**src/rtl/logic_pkg.sv**
```systemverilog
// Shared definitions for the bitwise logic blocks: operation codes and a
// parity-reduction helper.
package logic_pkg;

    typedef enum logic [2:0] {
        OP_AND  = 3'b000,
        OP_OR   = 3'b001,
        OP_XOR  = 3'b010,
        OP_NAND = 3'b011,
        OP_NOR  = 3'b100,
        OP_XNOR = 3'b101,
        OP_NOTA = 3'b110,
        OP_PASS = 3'b111
    } op_e;

    // Callers zero-extend to this width; zero padding does not change parity.
    localparam int PARITY_MAX_W = 1024;

    function automatic logic parity_of(input logic [PARITY_MAX_W-1:0] v);
        return ^v;
    endfunction

endpackage

```
**src/rtl/logic_op_core.sv**
```systemverilog
// Combinational WIDTH-bit bitwise logic core: y = f(a, b) selected by op.
module logic_op_core
    import logic_pkg::*;
#(
    parameter int WIDTH = 8
) (
    input  logic [WIDTH-1:0] a,
    input  logic [WIDTH-1:0] b,
    input  logic [2:0]       op,
    output logic [WIDTH-1:0] y
);

    always_comb begin
        y = '0;
        case (op_e'(op))
            OP_AND:  y = a & b;
            OP_OR:   y = a | b;
            OP_XOR:  y = a ^ b;
            OP_NAND: y = ~(a & b);
            OP_NOR:  y = ~(a | b);
            OP_XNOR: y = ~(a ^ b);
            OP_NOTA: y = ~a;
            OP_PASS: y = a;
        endcase
    end

endmodule

```
**src/rtl/logic_unit_pipe.sv**
```systemverilog
// Registered bitwise logic unit with valid/ready handshake, accumulator mode,
// zero/parity flags and an accepted-transaction counter.
module logic_unit_pipe
    import logic_pkg::*;
#(
    parameter int WIDTH = 8,
    parameter int CNT_W = 16
) (
    input  logic             clk,
    input  logic             rst,
    input  logic             in_valid,
    output logic             in_ready,
    input  logic [WIDTH-1:0] in_a,
    input  logic [WIDTH-1:0] in_b,
    input  logic [2:0]       in_op,
    input  logic             in_acc_sel,
    input  logic             acc_clr,
    output logic             out_valid,
    input  logic             out_ready,
    output logic [WIDTH-1:0] out_data,
    output logic             out_zero,
    output logic             out_parity,
    output logic [WIDTH-1:0] acc_q,
    output logic [CNT_W-1:0] txn_count
);

    logic             accept_p0;
    logic [WIDTH-1:0] opb_p0;
    logic [WIDTH-1:0] result_p0;

    // Stage p0: operand select and combinational operation
    assign in_ready  = !out_valid || out_ready;
    assign accept_p0 = in_valid && in_ready;
    assign opb_p0    = in_acc_sel ? acc_q : in_b;

    logic_op_core #(
        .WIDTH (WIDTH)
    ) u_core (
        .a  (in_a),
        .b  (opb_p0),
        .op (in_op),
        .y  (result_p0)
    );

    // Stage p1: output register, flags and transaction counter
    always_ff @(posedge clk) begin
        if (rst) begin
            out_valid  <= 1'b0;
            out_data   <= '0;
            out_zero   <= 1'b0;
            out_parity <= 1'b0;
            txn_count  <= '0;
        end else if (accept_p0) begin
            out_valid  <= 1'b1;
            out_data   <= result_p0;
            out_zero   <= (result_p0 == '0);
            out_parity <= parity_of(PARITY_MAX_W'(result_p0));
            txn_count  <= txn_count + 1'b1;
        end else if (out_ready) begin
            out_valid  <= 1'b0;
        end
    end

    // Clear takes priority over an accumulate in the same cycle
    always_ff @(posedge clk) begin
        if (rst || acc_clr) begin
            acc_q <= '0;
        end else if (accept_p0 && in_acc_sel) begin
            acc_q <= result_p0;
        end
    end

endmodule

```
**config.mk**
```make
export PLATFORM = sky130hd
export DESIGN_NAME = logic_unit_pipe
export DESIGN_NICKNAME = d
export VERILOG_FILES = /design/src/rtl/logic_pkg.sv /design/src/rtl/logic_op_core.sv /design/src/rtl/logic_unit_pipe.sv
export SDC_FILE = /design/constraint.sdc
export NUM_CORES = 1
export LEC_CHECK = 0
export BUFFER_PORTS_ARGS = -buffer_cell sky130_fd_sc_hd__buf_2
export CORE_ASPECT_RATIO = 1.4
export CORE_MARGIN = 2
export CORE_UTILIZATION = 58
export CTS_CLUSTER_SIZE = 28
export DETAILED_ROUTE_END_ITERATION = 8
export PLACE_DENSITY = 0.85
export SYNTH_ARGS = -nofsm -noshare
export SYNTH_HDL_FRONTEND = slang
export SYNTH_HIERARCHICAL = 1
export SYNTH_SLANG_ARGS = --single-unit
```
**constraint.sdc**
```tcl
create_clock -name clk -period 7.45 [get_ports clk]
set_input_delay 1.8625 -clock clk [delete_from_list [all_inputs] [get_ports clk]]
set_output_delay 1.8625 -clock clk [all_outputs]
set_load 0.02 [all_outputs]
```
== After elaboration in Yosys (flattened, before gate mapping) ==
Cells that the tools add are included.

* Register bits after elaboration: 35
* Latch bits: 0
* Bits in writable memories: 0
* ROM bits: 0
* Output and inout port bits: 36
* Word-level logic and storage cells: 34
* Memories kept: 0

* Add/subtract/negate cells: 1
* Multiply operators: 0
* Div/mod/pow operators: 0
* Magnitude comparators: 0
* Equality and inequality tests: 7
* Shift operators: 0
* Mux-type cells: 4
* Bitwise logic cells: 7
* Reduce and logical (&&, ||, !) cells: 9

{| class="wikitable"
|+ Operator list
! kind !! number
|-
| 1024-bit parity || 1
|-
| 8-bit case mux with 8 select lines || 1
|-
| 8-bit inverter || 4
|-
| 16-bit by 1-bit adder with 16-bit output (second input constant) || 1
|-
| 3-bit equality test (second input constant) || 4
|-
| 8-bit AND || 1
|-
| 8-bit logical NOT || 1
|-
| 8-bit two-way mux || 1
|-
| 8-bit OR || 1
|-
| 8-bit XOR || 1
|-
| 3-bit by 2-bit equality test with 1-bit output (second input constant) || 2
|-
| 3-bit by 1-bit equality test with 1-bit output (second input constant) || 1
|-
| 3-bit logical NOT || 1
|-
| 1-bit logical AND || 2
|-
| 1-bit logical OR || 2
|-
| 1-bit two-way mux || 2
|-
| 2-bit nonzero test || 1
|-
| 1-bit logical NOT || 1
|}

== Depth between registers and ports, before layout ==
* Depth in word-level cells: 5
* Gate-level depth with buffers: 14
* Mapped depth without buffers: 12

== Cells and area by module ==
Netlist, hierarchy kept.

{| class="wikitable"
|+ Modules (own cells, without submodules)
! module !! times used !! cells each !! area an instance (µm²)
|-
| logic_unit_pipe || 1 || 193 || 1637.8
|-
| logic_op_core || 1 || 121 || 953.4
|}

== Worst setup path after synthesis ==
Ideal clock, no wire load.

* Kind: input port to flip-flop
* Start: in in_acc_sel
* End: reg out_parity
* Setup time: 86 ps
* Arrival time: 4439 ps
* Data required time: 7364 ps
* Slack: 2926 ps
* Cell stages on the path: 13
* Path buffers: 2
* Cells stage by stage: clkbuf_1 > buf_1 > mux2_2 > inv_1 > ha_1 > nor2_1 > a21oi_1 > mux4_2 > inv_1 > ha_1 > xor2_1 > xnor2_1 > a211oi_1

* Cells in the longest elaborated chain, start to end: 5

{| class="wikitable"
|+ Ends and longest elaborated chain
! element !! RTL line !! text
|-
| start, declared || logic_unit_pipe.sv:16 || <nowiki>input logic in_acc_sel,</nowiki>
|-
| 8-bit two-way mux * || logic_unit_pipe.sv:34 || <nowiki>assign opb_p0 = in_acc_sel ? acc_q : in_b;</nowiki>
|-
| named net opb_p0[6] || logic_unit_pipe.sv:28 || <nowiki>logic [WIDTH-1:0] opb_p0;</nowiki>
|-
| 8-bit XOR, or another cell as far along || logic_op_core.sv:18, logic_op_core.sv:21 ||
|-
| 8-bit inverter (on tied branches) || logic_op_core.sv:21, logic_op_core.sv:19, logic_op_core.sv:20 ||
|-
| 8-bit case mux with 8 select lines * || logic_op_core.sv:15 || <nowiki>case (op_e'(op))</nowiki>
|-
| named net result_p0[6] || logic_unit_pipe.sv:29 || <nowiki>logic [WIDTH-1:0] result_p0;</nowiki>
|-
| 1024-bit parity * || logic_pkg.sv:20 || <nowiki>return ^v;</nowiki>
|-
| end signal, assigned || logic_unit_pipe.sv:57 || <nowiki>out_parity <= parity_of(PARITY_MAX_W'(result_p0));</nowiki>
|-
| end, declared || logic_unit_pipe.sv:22 || <nowiki>output logic out_parity,</nowiki>
|}

The timed path passes the listed nets; every way through them passes the cells marked *.
A chain may end at the register's enable or synchronous reset.

== Worst setup path in the final report ==
* Start: in out_ready
* End: out in_ready

* Cells in the longest elaborated chain, start to end: 1

{| class="wikitable"
|+ Ends and longest elaborated chain
! element !! RTL line !! text
|-
| start, declared || logic_unit_pipe.sv:19 || <nowiki>input logic out_ready,</nowiki>
|-
| 1-bit logical OR || logic_unit_pipe.sv:32 || <nowiki>assign in_ready = !out_valid || out_ready;</nowiki>
|-
| end, declared || logic_unit_pipe.sv:12 || <nowiki>output logic in_ready,</nowiki>
|}

Every way passes these cells.

==> flow_summary.yaml <==
setup_path:
  crit_type: "input port to primary output"
  worstPathCellList: "buf_2, or2b_1, buf_2"
  cp.required_ns: 5.59
  path_common_cell: "buf_2"
  critPathLaunchType: "input port"
  worst-path-max-fanout: 11
  cp_top_family: "simple AND/OR/NAND/NOR gates"
  crit_buf_inv: 2
  cp_slowest_stage_delay_ns: 0.37
  critPathArrivalTime_ns: 2.56
  cp_slowest_cell: "or2b_1"
  worstSetupEndpointType: "primary output"
clock_network:
  postCtsSetupBuffers: 0
  cts.htree.levels: 2
  clk_pin_slew_ns: 0.07
  cts_buffers: 5
  clockBufferDepth: 2
  cts_root_buffer: "clkbuf_8"
  cts_sinks: 35
  insertion_delay_ns: 0.30
  cts_tree: "done"
  ctsHoldBuffers: 0
  cts-resized-gates: 0
yosys:
  syn_avg_cell_area_sq_um: 8.25
  ys_async_sr_fraction_pct: 0
  ys_types: 46
  ys.flop_type: "dfxtp_1"
  synthesis.area_sq_mm: 0.00259
  syn_inst: 314
  yosysSeqAreaShare_pct: 27.0
  synth-seq-cells: 35
  yosys_warnings: 6
  synth_edf_count: 0
  synth_nets: 360
sta:
  slew-limit-headroom_pct: 46.2
  grt_setup_unrepaired: "no"
  setup_tns_ns: 0
  finalSetupViolCount: 0
  clock_skew_ns: 0.00818
  slew_violations: 0
  hold_viol: 0
  tightest_slew_ns: 0.807
  max_freq_mhz: 226
  period_needed_ns: 4.42
  min_period_over_period_pct: 59.3
status:
  status: "completed"
floorplanning:
  core_area_sq_mm: 0.00427
  dieWidth_microns: 60.5
  io_pins: 61
  num_rows: 28
  chipHeight_microns: 83.1
  start_util_pct: 60.6
  die-area_sq_mm: 0.00503
final_layout:
  nets: 407
  fillerInstances: 379
  area_growth_pct: 11.8
  diodes: 0
  drive_gt1_share_pct: 24.9
detailed_routing:
  drt_iter0_markers: 130
  wl_microns: 5330
  first_pass_iters: 4
  vias: 2314
  drc: 0
  ant_nets: 0
  via_per_inst: 5.48
  wl_per_cell_microns: 12.6
pwr:
  seqPwrFrac_pct: 43.3
  leakage_nw: 1.33
  switching_share_pct: 31.6
  clock_power_share_pct: 29.2
  ir_drop_v: 0.0000959
  total_power_mw: 0.461
  pwr_density_cell_mw_per_mm2: 159
  netSwitchingPower_mw: 0.146
  internal_power_mw: 0.315
  pwr-share-comb_pct: 27.5
global_routing:
  grt_usage_pct: 22.0
  grt_pass1_wl_microns: 8780
  grt_max_degree: 45
  antenna_found_initial: 0
  grt_overflow: 0
  grt_pass1_vias: 2158
placement:
  port_buffers: 60
  place.gp.congestion: 0.816
  post-dp-hpwl_microns: 4060
worst_hold_path:
  hold_class: "flop to flop"
flow_run:
  drv_cap: 0
==> cell usage in the layout (no fill, tap or decap), types with 6 or more instances in the layout <==
cell type,synthesis,layout
buf_2,6,60
inv_1,32,32
xnor2_1,11,11
xor2_1,7,7
ha_1,21,21
mux2_2,8,8
nand2_1,39,39
nand4_1,7,7
dfxtp_1,35,35
o21ai_0,6,6
nand3_1,12,12
a21oi_1,35,35
nor2_1,22,22
==> worst register-to-register path, cell delays in order (launching register included) <==
cell and delay, ns:
dfxtp_1 0.33, mux2_2 0.28, inv_1 0.06, ha_1 0.22
and4bb_1 0.25, a31oi_1 0.05, o2111a_1 0.14, a21oi_1 0.21
inv_1 0.10, ha_1 0.29, xor2_1 0.20, xnor2_1 0.09
a211oi_1 0.21
==> worst paths after layout <==
path / start / end / slack, ns / cells past startpoint
worst max-delay path: out_ready / in_ready / 3.03 / 3
worst max register to register: acc_q[3] / out_parity / 4.95 / 12
worst min register to register: out_data[3] / out_data[3] / 0.46 / 2
worst min-delay path: out_data[3] / out_data[3] / 0.46 / 2
==> final cells by class <==
cell class                 instances  area [sq um]  area share [%]
clock buffer                       6          72.6            2.50
multi-input combinational        227          1620            55.8
clock inverter                     2          12.5           0.432
sequential                        35           701            24.2
tap                               60          75.1            2.59
timing repair buffer              60           300            10.4
inverter                          32           120            4.15
==> metrics by stage <==
stage               std cells  setup slack [ns]  instance area (sq um)  hold WS (ns)  utilization, %
floorplan                 314              2.93                   2590         0.530               -
global placement          414              3.04                   2810         0.446            65.8
detailed placement        414              2.99                   2810         0.448            65.8
CTS                       422              3.03                   2900         0.458            67.8
global route              422              2.99                   2900         0.483            67.8
finish                    422              3.03                   2900         0.456            67.8
==> power groups by stage <==
stage	sequential [mW]	combinational, mW	clock (mW)
3_5_place_dp	0.204	0.127	0
2_1_floorplan	0.213	0.0926	0
6_report	0.200	0.127	0.135
4_1_cts	0.200	0.127	0.137
3_3_place_gp	0.204	0.123	0
5_1_grt	0.201	0.143	0.145
==> cell usage after synthesis, types with 4 or more instances <==
cell type,instances,share of area [%]
xor2_1,7,2.4
ha_1,21,10
o31ai_1,4,1.2
nor2_1,22,3.2
nand2_1,39,5.6
a21oi_1,35,6.8
dfxtp_1,35,27
clkbuf_1,5,0.72
nand3_1,12,2.3
mux2_2,8,3.5
mux2i_1,5,1.9
or4_1,5,1.4
nor3_1,4,0.77
o21ai_0,6,1.2
buf_2,6,1.2
mux4_2,4,3.5
inv_1,32,4.6
xnor2_1,11,3.7
nand4_1,7,1.7
==> metal layers <==
metal	share of wire [%]	vias to the layer above	GRT usage [%]	wire, microns
li1	-	1168	-	-
met1	40	1060	23.7	2120
met2	53	72	38.7	2820
met3	4.6	14	3.27	246
met4	2.5	0	12.3	134
met5	0	-	0	0
==> sequential cells by signal (all words and copies together) (netlist names) <==
register	flops
acc_q	8
out_valid	1
out_parity	1
out_data	8
txn_count	16
out_zero	1
==> logic make-up (layout without fill, tap and decap cells) <==
logic type,count (synthesis),in the layout,share of synthesized area (%)
buffers and inverters,52,100,10.6
adders and majority gates,21,21,10.1
xor gates and xnor gates,18,18,6.08
muxes,19,19,10.0
and+or+nand+nor,112,112,23.1
DFF,35,35,27.0
AOI/OAI and AO/OA,57,57,13.0
Note: power is estimated with default switching activity, not from simulation.
